**src/rtl/pixel_diffuser_pkg.sv**
```systemverilog
`default_nettype none
// ============================================================================
// Module      : pixel_diffuser_pkg
// Description : Shared types and constants for the pixel diffuser block:
//               channel/pixel widths, mode encoding and the control FSM
//               state type.
// Ports       : none (package)
// Revision    : 1.0 - initial release
// ============================================================================
package pixel_diffuser_pkg;

  localparam int CH_W  = 8;
  localparam int PIX_W = 24;

  localparam logic MODE_ENC = 1'b0;
  localparam logic MODE_DEC = 1'b1;

  typedef enum logic [1:0] {
    IDLE  = 2'd0,
    RUN   = 2'd1,
    DRAIN = 2'd2
  } state_t;

endpackage : pixel_diffuser_pkg
`default_nettype wire

```
**src/rtl/pixel_diffuser_if.sv**
```systemverilog
`default_nettype none
// ============================================================================
// Module      : pixel_diffuser_if
// Description : Bundles the key-set handshake, the input pixel stream, the
//               output pixel stream and the busy flag of the pixel diffuser.
// Ports       : master - drives mode, keys, input stream and m_ready
//               slave  - the diffuser side; drives key_ready, s_ready,
//                        output stream and busy
// Revision    : 1.0 - initial release
// ============================================================================
interface pixel_diffuser_if;
  import pixel_diffuser_pkg::*;

  logic             mode;
  logic             key_valid;
  logic             key_ready;
  logic [22:0]      key1;
  logic [22:0]      key2;
  logic [22:0]      key3;
  logic             s_valid;
  logic             s_ready;
  logic [PIX_W-1:0] s_data;
  logic             s_last;
  logic             m_valid;
  logic             m_ready;
  logic [PIX_W-1:0] m_data;
  logic             m_last;
  logic             busy;

  modport master (
    output mode, key_valid, key1, key2, key3,
    output s_valid, s_data, s_last, m_ready,
    input  key_ready, s_ready, m_valid, m_data, m_last, busy
  );

  modport slave (
    input  mode, key_valid, key1, key2, key3,
    input  s_valid, s_data, s_last, m_ready,
    output key_ready, s_ready, m_valid, m_data, m_last, busy
  );

endinterface : pixel_diffuser_if
`default_nettype wire

```
**src/rtl/pixel_diffuser_diffuse_channel.sv**
```systemverilog
`default_nettype none
// ============================================================================
// Module      : pixel_diffuser_diffuse_channel
// Description : Combinational diffusion of one 8-bit colour channel.
//               Encrypt: out = ((in + k + fb) mod 256) ^ k, next fb = out
//               Decrypt: out = ((in ^ k) - k - fb) mod 256, next fb = in
//               In both directions the feedback is the ciphertext byte,
//               which is what makes decrypt the exact inverse of encrypt.
// Ports       : i_data    - input channel byte
//               i_key     - channel key byte
//               i_fb      - current feedback byte
//               i_mode    - 0 encrypt, 1 decrypt
//               o_data    - diffused channel byte
//               o_next_fb - feedback for the following pixel
// Revision    : 1.0 - initial release
// ============================================================================
module pixel_diffuser_diffuse_channel
  import pixel_diffuser_pkg::*;
(
  input  logic [CH_W-1:0] i_data,
  input  logic [CH_W-1:0] i_key,
  input  logic [CH_W-1:0] i_fb,
  input  logic            i_mode,
  output logic [CH_W-1:0] o_data,
  output logic [CH_W-1:0] o_next_fb
);

  logic [CH_W-1:0] w_sum;
  logic [CH_W-1:0] w_enc;
  logic [CH_W-1:0] w_unmask;
  logic [CH_W-1:0] w_dec;

  // 8-bit operands keep every sum/difference wrapping mod 256.
  assign w_sum    = i_data + i_key + i_fb;
  assign w_enc    = w_sum ^ i_key;
  assign w_unmask = i_data ^ i_key;
  assign w_dec    = w_unmask - i_key - i_fb;

  assign o_data    = (i_mode == MODE_DEC) ? w_dec  : w_enc;
  assign o_next_fb = (i_mode == MODE_DEC) ? i_data : w_enc;

endmodule : pixel_diffuser_diffuse_channel
`default_nettype wire

```
**src/rtl/pixel_diffuser.sv**
```systemverilog
`default_nettype none
// ============================================================================
// Module      : pixel_diffuser
// Description : Applies a per-frame key set to an RGB pixel stream using
//               ciphertext-feedback diffusion per colour channel (encrypt)
//               or its inverse (decrypt). One pixel per cycle, one-cycle
//               registered latency, valid/ready on both streams.
// Ports       : clk - clock
//               rst - asynchronous active-high reset
//               bus - pixel_diffuser_if.slave: key set handshake (mode,
//                     key_valid/key_ready, key1..3), input stream
//                     (s_valid/s_ready/s_data/s_last), output stream
//                     (m_valid/m_ready/m_data/m_last) and busy
// Revision    : 1.0 - initial release
// ============================================================================
module pixel_diffuser
  import pixel_diffuser_pkg::*;
#(
  parameter logic [PIX_W-1:0] IV = 24'h000000
) (
  input  logic              clk,
  input  logic              rst,
  pixel_diffuser_if.slave   bus
);

  state_t           r_state;
  state_t           w_state_nxt;

  logic [PIX_W-1:0] r_key;      // {k_r, k_g, k_b}
  logic [PIX_W-1:0] r_fb;       // {fb_r, fb_g, fb_b}
  logic             r_mode;
  logic             r_m_valid;
  logic [PIX_W-1:0] r_m_data;
  logic             r_m_last;

  logic             w_key_ready;
  logic             w_s_ready;
  logic             w_key_hs;
  logic             w_s_hs;
  logic             w_m_hs;
  logic [PIX_W-1:0] w_out;
  logic [PIX_W-1:0] w_fb_nxt;

  // Only the low byte of each key word is used (key mod 256).
  logic             w_unused;
  assign w_unused = ^{bus.key1[22:CH_W], bus.key2[22:CH_W], bus.key3[22:CH_W]};

  // --------------------------------------------------------------------------
  // Control FSM
  // --------------------------------------------------------------------------
  always_ff @(posedge clk or posedge rst) begin
    if (rst) begin
      r_state <= IDLE;
    end else begin
      r_state <= w_state_nxt;
    end
  end

  always_comb begin
    w_state_nxt = r_state;
    w_key_ready = 1'b0;
    w_s_ready   = 1'b0;
    case (r_state)
      IDLE: begin
        w_key_ready = 1'b1;
        if (bus.key_valid) begin
          w_state_nxt = RUN;
        end
      end
      RUN: begin
        // The output register can take a new pixel if it is empty or is
        // being emptied in this same cycle.
        w_s_ready = !r_m_valid || bus.m_ready;
        if (bus.s_valid && w_s_ready && bus.s_last) begin
          w_state_nxt = DRAIN;
        end
      end
      DRAIN: begin
        if (r_m_valid && bus.m_ready) begin
          w_state_nxt = IDLE;
        end
      end
      default: begin
        w_state_nxt = IDLE;
      end
    endcase
  end

  assign w_key_hs = bus.key_valid & w_key_ready;
  assign w_s_hs   = bus.s_valid & w_s_ready;
  assign w_m_hs   = r_m_valid & bus.m_ready;

  // --------------------------------------------------------------------------
  // Per-channel diffusion datapath
  // --------------------------------------------------------------------------
  for (genvar gi = 0; gi < 3; gi++) begin : g_ch
    pixel_diffuser_diffuse_channel u_ch (
      .i_data    (bus.s_data[gi*CH_W +: CH_W]),
      .i_key     (r_key[gi*CH_W +: CH_W]),
      .i_fb      (r_fb[gi*CH_W +: CH_W]),
      .i_mode    (r_mode),
      .o_data    (w_out[gi*CH_W +: CH_W]),
      .o_next_fb (w_fb_nxt[gi*CH_W +: CH_W])
    );
  end

  // --------------------------------------------------------------------------
  // Key latch, feedback chain and output register
  // --------------------------------------------------------------------------
  always_ff @(posedge clk or posedge rst) begin
    if (rst) begin
      r_key     <= '0;
      r_mode    <= MODE_ENC;
      r_fb      <= IV;
      r_m_valid <= 1'b0;
      r_m_data  <= '0;
      r_m_last  <= 1'b0;
    end else begin
      if (w_key_hs) begin
        r_key  <= {bus.key1[CH_W-1:0], bus.key2[CH_W-1:0], bus.key3[CH_W-1:0]};
        r_mode <= bus.mode;
        r_fb   <= IV;
      end else if (w_s_hs) begin
        r_fb   <= w_fb_nxt;
      end else if ((r_state == DRAIN) && w_m_hs) begin
        r_fb   <= IV;
      end

      // A load in the same cycle as a drain keeps the register full.
      if (w_s_hs) begin
        r_m_valid <= 1'b1;
        r_m_data  <= w_out;
        r_m_last  <= bus.s_last;
      end else if (w_m_hs) begin
        r_m_valid <= 1'b0;
      end
    end
  end

  assign bus.key_ready = w_key_ready;
  assign bus.s_ready   = w_s_ready;
  assign bus.m_valid   = r_m_valid;
  assign bus.m_data    = r_m_data;
  assign bus.m_last    = r_m_last;
  assign bus.busy      = (r_state != IDLE);

endmodule : pixel_diffuser
`default_nettype wire

```
**src/flat_wrapper.sv**
```systemverilog
// flat-port wrapper written by rule: the top's interface ports become plain ports
module pixel_diffuser_flat import pixel_diffuser_pkg::*;
#(
  parameter logic [PIX_W-1:0] IV = 24'h000000
)
  (clk, rst, bus_mode, bus_key_valid, bus_key1, bus_key2, bus_key3, bus_s_valid, bus_s_data, bus_s_last, bus_m_ready, bus_key_ready, bus_s_ready, bus_m_valid, bus_m_data, bus_m_last, bus_busy);
  pixel_diffuser_if bus_i ();
  input  logic clk;
  input  logic rst;
  input wire logic [$bits(bus_i.mode)-1:0] bus_mode;
  input wire logic [$bits(bus_i.key_valid)-1:0] bus_key_valid;
  input wire logic [$bits(bus_i.key1)-1:0] bus_key1;
  input wire logic [$bits(bus_i.key2)-1:0] bus_key2;
  input wire logic [$bits(bus_i.key3)-1:0] bus_key3;
  input wire logic [$bits(bus_i.s_valid)-1:0] bus_s_valid;
  input wire logic [$bits(bus_i.s_data)-1:0] bus_s_data;
  input wire logic [$bits(bus_i.s_last)-1:0] bus_s_last;
  input wire logic [$bits(bus_i.m_ready)-1:0] bus_m_ready;
  output wire logic [$bits(bus_i.key_ready)-1:0] bus_key_ready;
  output wire logic [$bits(bus_i.s_ready)-1:0] bus_s_ready;
  output wire logic [$bits(bus_i.m_valid)-1:0] bus_m_valid;
  output wire logic [$bits(bus_i.m_data)-1:0] bus_m_data;
  output wire logic [$bits(bus_i.m_last)-1:0] bus_m_last;
  output wire logic [$bits(bus_i.busy)-1:0] bus_busy;
  assign bus_i.mode = bus_mode;
  assign bus_i.key_valid = bus_key_valid;
  assign bus_i.key1 = bus_key1;
  assign bus_i.key2 = bus_key2;
  assign bus_i.key3 = bus_key3;
  assign bus_i.s_valid = bus_s_valid;
  assign bus_i.s_data = bus_s_data;
  assign bus_i.s_last = bus_s_last;
  assign bus_i.m_ready = bus_m_ready;
  assign bus_key_ready = bus_i.key_ready;
  assign bus_s_ready = bus_i.s_ready;
  assign bus_m_valid = bus_i.m_valid;
  assign bus_m_data = bus_i.m_data;
  assign bus_m_last = bus_i.m_last;
  assign bus_busy = bus_i.busy;
  pixel_diffuser #(.IV(IV)) u_core (.clk(clk), .rst(rst), .bus(bus_i));
endmodule
```
**config.mk**
```make
export PLATFORM = sky130hd
export DESIGN_NAME = pixel_diffuser_flat
export DESIGN_NICKNAME = d
export VERILOG_FILES = /design/src/rtl/pixel_diffuser_pkg.sv /design/src/rtl/pixel_diffuser_if.sv /design/src/rtl/pixel_diffuser_diffuse_channel.sv /design/src/rtl/pixel_diffuser.sv /design/src/flat_wrapper.sv
export SDC_FILE = /design/constraint.sdc
export NUM_CORES = 1
export LEC_CHECK = 0
export ABC_AREA = 0
export BUFFER_PORTS_ARGS = -buffer_cell sky130_fd_sc_hd__clkbuf_2
export CAP_MARGIN = 20
export CORE_UTILIZATION = 55
export CTS_BUF_LIST = sky130_fd_sc_hd__clkbuf_4
export CTS_CLUSTER_DIAMETER = 60
export DETAILED_ROUTE_END_ITERATION = 8
export PLACE_DENSITY = 0.79
export SLEW_MARGIN = 5
export SYNTH_ARGS = -nofsm -noshare
export SYNTH_HDL_FRONTEND = slang
export SYNTH_HIERARCHICAL = 1
export SYNTH_SLANG_ARGS = --single-unit
export TNS_END_PERCENT = 50
```
**constraint.sdc**
```tcl
create_clock -name clk -period 3.5 [get_ports clk]
set_clock_uncertainty 0.15 [all_clocks]
set_input_delay 0.7 -clock clk [delete_from_list [all_inputs] [get_ports clk]]
set_output_delay 0.7 -clock clk [all_outputs]
set_load 0.005 [all_outputs]
```
==> impl_metrics.ini, run 1 <==
[floorplan]
die_x_um = 113
pin_count = 129
start_util_pct = 56.4
core_area_um2 = 12000
die_y_um = 113
rows = 40
die_area_um2 = 12700

[placed_design]
place_inst = 858
portBuffers = 80
dpl.hpwl_um = 10800
place.gp.congestion = 0.835

[clock_network]
cts_resized = 0
post_cts_buffers = 0
cts_max_path_buffers = 2
htreeDepth = 3
cts_inserted_buffers = 9
tritoncts = yes
root_buffer = clkbuf_4
clkLatencyLatePin_ns = 0.46
cts_sinks = 74
path_clk_slew_ns = 0.12
postCtsHoldBufs = 0

[sta]
tightest_slew_ns = 1.06
min_period_ns = 2.99
finalSetupViolCount = 0
maxSlewHeadroom_pct = 29.6
hold_viol = 0
final.setup.tns_ns = 0
maxSlewViolCount = 0
fmax_ghz = 0.334
fin_crit_sh_pct = 85.6
rsz0062_at_grt = false

[critical_path]
path_depth = 8
cp-end-kind = register
crit_buf_inv = 0
slowest_stage = fa_1
cp-endpoint = u_core/bus.m_data[23]
path_max_fanout = 5
r2r_cells = 8
timing.rr.end = u_core/bus.m_data[23]
reg2reg_slack_ns = 0.51
critical-path-top-delay-family = adder cells
crit_start = u_core/r_key[17]
crit_path_frequent_cell = fa_1
cp-start-kind = register
crit_path_cell_trace = fa_1 > ha_1 > fa_1 > a31o_1 > a31oi_2 > xnor2_1 > mux2i_1 > mux2_1
crit_required_ns = 3.70
r2r_start = u_core/r_key[17]
arrival_ns = 3.19
crit_type = register to register
slowest_delay_ns = 0.49

[routing]
drc = 0
wl_met2_um = 7140
first_pass_iters = 5
drtIter0Drc = 270
ant_nets = 0
via_per_inst = 5.73
dr.max_layer_used = met4
wl_met1_um = 6510
routedWlPerCell_um = 16.6
wirelength_um = 14500
vias = 5013
met3WireLength_um = 510

[logic_synthesis]
synth_area_um2 = 6750
syn_nets = 844
yosysWarningCount = 6
avgSynthCellArea_um2 = 10.3
syn_inst = 657

[finish]
drive_gt1_share_pct = 19.3
area_growth_pct = 8.76
nFillCells = 985
fin_nets = 909
final_cells = 875

[global_routing]
grt_pass1_vias = 5239
grt_overflow_total = 0
antenna_found_initial = 1
track_usage_pct = 24.9
grt_pass1_wl_um = 25200
grt_max_degree = 53

[min_path]
hp-class = input port to async pin

[outcome]
outcome = finished clean

[job]
cap_violations = 0
-- worst min-delay path by stage --
stage / to / start / cells after the start
after floorplan: u_core/bus.m_data[0] / u_core/bus.m_data[0] / 1
after global placement: u_core/bus.m_data[13] / u_core/bus.m_data[13] / 1
after detailed placement: u_core/bus.m_data[19] / u_core/bus.m_data[19] / 1
after CTS: u_core/bus.m_data[6] / rst / 2
after global routing: u_core/r_key[5] / rst / 2
final: u_core/bus.m_data[5] / rst / 2
-- layout make-up --
| cell class | count | area (µm²) | share of cell area (%) |
|---|---|---|---|
| diodes | 1 | 2.50 | 0.0341 |
| inverters | 70 | 264 | 3.60 |
| multi-input cells | 479 | 4460 | 60.7 |
| repair buffers | 88 | 473 | 6.45 |
| well taps | 147 | 184 | 2.51 |
| clock inverters | 5 | 21.3 | 0.290 |
| flip-flops and latches | 74 | 1850 | 25.3 |
| clock buffers | 11 | 82.6 | 1.13 |
-- layout by cell type (no fill, tap or decap), types with 2 or more instances in the layout --
master and n:
xor2_1 23, a21o_1 14, mux2_4 19, a31o_1 2
ha_1 60, nor2_1 16, mux2_2 6, mux2_1 24
o21ai_1 4, inv_1 69, o21bai_1 3, nand2_1 22
xnor2_1 75, buf_4 7, o211ai_1 26, nand3b_1 24
a21oi_1 45, a31oi_2 2, clkinv_2 3, mux2i_1 26
fa_1 27, dfrtp_1 73, clkbuf_2 80, o221ai_1 24
a21oi_2 4, clkbuf_4 11, o21a_1 3, nand3_1 4
o22ai_1 2, o31ai_1 2, clkinv_1 3, o21ai_0 10
-- layer usage --
metal  track usage (%)  up-vias
met5                 0        -
met2              42.0      120
met4              12.0        0
met3              3.43       28
li1                  -     2406
met1              31.8     2459
-- registers in the layout, indices dropped and copies added, names as in the netlist --
signal / cells
u_core/bus.m_data: 24
u_core/bus.m_last: 1
u_core/bus.m_valid: 1
u_core/r_fb: 24
u_core/r_key: 21
u_core/r_mode: 1
u_core/r_state: 2
-- metrics by stage --
step	hold slack [ns]	setup slack, ns	util, %	cell area (µm²)
global placement	0.322	0.216	60.4	7230
global route	0.236	0.419	61.3	7340
detailed placement	0.331	0.164	60.4	7230
CTS	0.189	0.491	61.3	7330
floorplan	0.339	0.460	-	6750
finish	0.167	0.506	61.3	7340
Power of run 1 is left out: the tool's default activity adds up to more than one toggle a clock period on the data nets, which glitch-free logic cannot reach.
==> run 2, diff against run 1 <==
Clock period 3.5 ns to 3 ns, I/O delays scaled along.
==> run 2 against run 1 <==
Sequential share of layout area fell by 0.56 points. Global-route usage rose by 0.13 points. Register-to-register slack worse by 0.42 ns. Critical path depth unchanged. Highest routed layer unchanged. Core utilization grew 1.4 points.
==> impl_metrics.ini, run 2 (synthesis results as in run 1) <==
[outcome]
outcome = finished clean

[global_routing]
track_usage_pct = 25.1
grt_pass1_wl_um = 25300
grt_overflow_total = 0
grt_max_degree = 46
grt_pass1_vias = 5416
antenna_found_initial = 0

[floorplan]
rows = 40
pin_count = 129
core_area_um2 = 12000
start_util_pct = 56.4
die_x_um = 113
die_area_um2 = 12700
die_y_um = 113

[critical_path]
r2r_cells = 8
crit_required_ns = 3.18
cp-start-kind = register
cp-end-kind = register
path_max_fanout = 5
crit_type = register to register
reg2reg_slack_ns = 0.08
timing.rr.end = u_core/bus.m_data[15]
r2r_start = u_core/r_key[9]
arrival_ns = 3.10

[sta]
rsz0062_at_grt = false
fin_crit_sh_pct = 97.2
fmax_ghz = 0.343
maxSlewViolCount = 0
finalSetupViolCount = 0
min_period_ns = 2.92
maxSlewHeadroom_pct = 41.4
tightest_slew_ns = 0.877
worst_slack_ns = 0.0849
hold_viol = 0

[routing]
wirelength_um = 14600
via_per_inst = 5.64
vias = 5053
routedWlPerCell_um = 16.3
drc = 0
first_pass_iters = 4
drtIter0Drc = 266
ant_nets = 0

[clock_network]
cts_inserted_buffers = 9
root_buffer = clkbuf_4
tritoncts = yes
clkLatencyLatePin_ns = 0.45
cts_max_path_buffers = 2
htreeDepth = 3
cts_resized = 0
post_cts_buffers = 0
cts_sinks = 74
postCtsHoldBufs = 0
path_clk_slew_ns = 0.12

[placed_design]
portBuffers = 80
place.gp.congestion = 0.858
dpl.hpwl_um = 11000
dpl_cell_area_um2 = 7410
post-place-ws_ns = -0.171

[finish]
final_cell_mix = 80 x clkbuf_2, 75 x xnor2_1, 72 x dfrtp_1
finalInstanceArea_um2 = 7510
num_antenna_cells = 0
drive_gt1_share_pct = 21.6
area_growth_pct = 11.3
fin_nets = 932
layout_commonest_cell = clkbuf_2

[job]
cap_violations = 0

[min_path]
hp-class = input port to async pin
## run 2: changes by cell type in the layout (fill, tap and decap cells not counted)
cell      delta
buf_4       +22
clkinv_1     +1
dfrtp_2      +1
dfrtp_1      -1
buf_12       +1
clkbuf_4     -2
diode_2      -1
## run 2: worst max path at each step
stage                         start                    end  slack [ns]  cells past startpoint
floorplan            bus_s_data[17]  u_core/bus.m_data[23]        0.06                      8
CTS                 u_core/r_key[9]  u_core/bus.m_data[15]        0.08                      8
detailed placement   bus_s_data[17]  u_core/bus.m_data[21]       -0.17                     10
finish              u_core/r_key[9]  u_core/bus.m_data[15]        0.08                      8
global placement     bus_s_data[17]  u_core/bus.m_data[23]       -0.14                      9
global route        u_core/r_fb[17]  u_core/bus.m_data[23]      0.0006                      8
## run 2: cell type report
type / instances / area [µm²]
clock inverters: 6 / 25.0
fillers: 980 / 4450
repair buffers: 111 / 658
multi-input cells: 479 / 4460
clock buffers: 9 / 67.6
well taps: 147 / 184
inverters: 70 / 264
flip-flops and latches: 74 / 1850
## run 2: stage by stage
step / hold WS [ns] / TNS (ns) / std cells / util (%)
2_1_floorplan: 0.339 / 0 / 657 / -
3_3_place_gp: 0.323 / -0.772 / 881 / 62.0
3_5_place_dp: 0.330 / -1.55 / 881 / 62.0
4_1_cts: 0.120 / 0 / 896 / 62.8
5_1_grt: 0.144 / 0 / 896 / 62.8
6_report: 0.117 / 0 / 896 / 62.8
## run 2: critical path: stages (launching register included)
cell     delay (ns)
dfrtp_1        0.47
fa_1           0.49
ha_1           0.24
fa_1           0.43
a31o_1         0.23
a31oi_2        0.22
xnor2_1        0.17
mux2i_1        0.11
mux2_1         0.28
## run 2: metal layers
| metal | vias to the layer above | track usage (%) | wire length (µm) |
|---|---|---|---|
| met3 | 26 | 5.73 | 625 |
| met4 | 0 | 7.82 | 249 |
| li1 | 2446 | - | - |
| met2 | 117 | 44.0 | 7340 |
| met1 | 2464 | 30.6 | 6400 |
| met5 | - | 0 | 0 |
Power of run 2 is left out for the same reason.
==> run 3, diff against run 2 <==
--- a/config.mk
+++ b/config.mk
@@ -13,4 +13,5 @@
 export CTS_CLUSTER_DIAMETER = 60
 export DETAILED_ROUTE_END_ITERATION = 8
+export MAX_ROUTING_LAYER = met4
 export PLACE_DENSITY = 0.79
 export SLEW_MARGIN = 5
==> constraint.sdc (replaced) <==
create_clock -name clk -period 3 [get_ports clk]
set_clock_uncertainty 0.15 [all_clocks]
set_input_delay 0.15 -clock clk [delete_from_list [all_inputs] [get_ports clk]]
set_output_delay 0.15 -clock clk [all_outputs]
set_load 0.005 [all_outputs]
==> run 3 against run 2 <==
Sequential share of layout area shrank 1.3 points. Final area up 5.9%. Non-clock buffer count is 31 higher. Die area unchanged.
==> impl_metrics.ini, run 3 (synthesis results as in run 1) <==
[finish]
drive_gt1_share_pct = 20.1
fin_nets = 963
layout_commonest_cell = clkbuf_2
final_cell_mix = 80 x clkbuf_2, 75 x xnor2_1, 70 x dfrtp_1
final_cells = 929
finalInstanceArea_um2 = 7950
seqCellArea_um2 = 1860
area_growth_pct = 17.9
nFillCells = 945
multiInputGateArea_um2 = 4470

[job]
cap_violations = 0

[global_routing]
grt.busiest_layer = met2
antenna_found_initial = 1
gr-usage-met2_pct = 46.2
grtUsageMet1_pct = 31.0
grt_pass1_wl_um = 26400
grt_overflow_total = 0
grt_max_degree = 73
met3_usage_pct = 6.48
track_usage_pct = 27.1
grt_pass1_vias = 5590

[critical_path]
crit_start = u_core/r_key[1]
path_max_fanout = 5
crit_required_ns = 3.22
cp-start-kind = register
r2r_start = u_core/r_key[1]
crit_type = register to register
arrival_ns = 3.11
cp-end-kind = register

[min_path]
hp-start = bus_s_data[22]
hp-class = input port to register

[outcome]
outcome = finished clean

[sta]
tightest_slew_ns = 0.931
finalSetupViolCount = 0
maxSlewHeadroom_pct = 37.9
hold_ws_ns = 0.0124
hold_viol = 0
fmax_ghz = 0.346
fin_crit_sh_pct = 96.4
maxSlewViolCount = 0
min_period_ns = 2.89

[routing]
wirelength_um = 15600
routedWlPerCell_um = 16.8
first_pass_iters = 4
via_per_inst = 5.61
vias = 5213
drtIter0Drc = 197
drc = 0
ant_nets = 0

[placed_design]
portBuffers = 80
dpl_cell_area_um2 = 7300
place.gp.congestion = 0.876
place_inst = 866
dpl.hpwl_um = 11200

[clock_network]
htreeDepth = 3
cts_max_path_buffers = 2
root_buffer = clkbuf_4
cts_sinks = 74
cts_inserted_buffers = 9
clkLatencyLatePin_ns = 0.46
path_clk_slew_ns = 0.13
tritoncts = yes

[floorplan]
core_area_um2 = 12000
die_area_um2 = 12700
pin_count = 129
die_y_um = 113
start_util_pct = 56.4
die_x_um = 113
rows = 40
## run 3: cell count changes in the layout (fill, tap and decap cells not counted), sizes merged
cell	previous run	this run
buf	31	18
bufinv	0	3
clkinv	7	5
diode	0	1
dlygate4sd3	0	44
## run 3: final timing paths
check,end,slack (ns),cells after the start
min reg2reg,u_core/bus.m_data[13],0.35,1
max,u_core/bus.m_data[7],0.11,9
min,u_core/r_fb[22],0.01,5
min in group asynchronous,u_core/bus.m_data[7],0.16,3
max reg2reg,u_core/bus.m_data[7],0.11,9
max in group asynchronous,u_core/r_key[1],1.75,4
## run 3: routing by layer
| layer | vias up | part of all wire (%) |
|---|---|---|
| met5 | - | 0 |
| met4 | 0 | 2.4 |
| met3 | 30 | 4.2 |
| met2 | 126 | 50 |
| met1 | 2552 | 43 |
| li1 | 2505 | - |
## run 3: stage by stage
step                      util [%]  setup TNS (ns)  setup WS [ns]
after global routing          66.5        -0.00223       -0.00223
final                         66.5               0          0.108
after global placement        61.0               0          0.176
after floorplan                  -               0          0.244
after detailed placement      61.0               0         0.0717
after CTS                     66.2               0         0.0550
## run 3: cell type report
cell class / count / share of cell area (%)
Sequential cell: 74 / 23.4
Multi-Input combinational cell: 479 / 56.2
Antenna cell: 1 / 0.0315
Timing Repair Buffer: 142 / 12.6
Tap cell: 147 / 2.31
Clock inverter: 7 / 1.35
Inverter: 70 / 3.32
Clock buffer: 9 / 0.850
## run 3: repair_timing
item	CTS	global route
hold endpoints to repair	84	0
setup buffers	0	2
endpoints found under the setup margin	0	6
hold buffers	44	0
gates resized for setup	0	6
## run 3: worst max-delay path, cell delays in order, from the launching register on
cell	delay, ns
dfrtp_2	0.47
fa_1	0.49
ha_1	0.25
fa_1	0.42
nand3_1	0.10
nand2_1	0.10
a31oi_1	0.24
xnor2_1	0.18
mux2i_1	0.12
mux2_2	0.28
Power of run 3 is left out for the same reason.
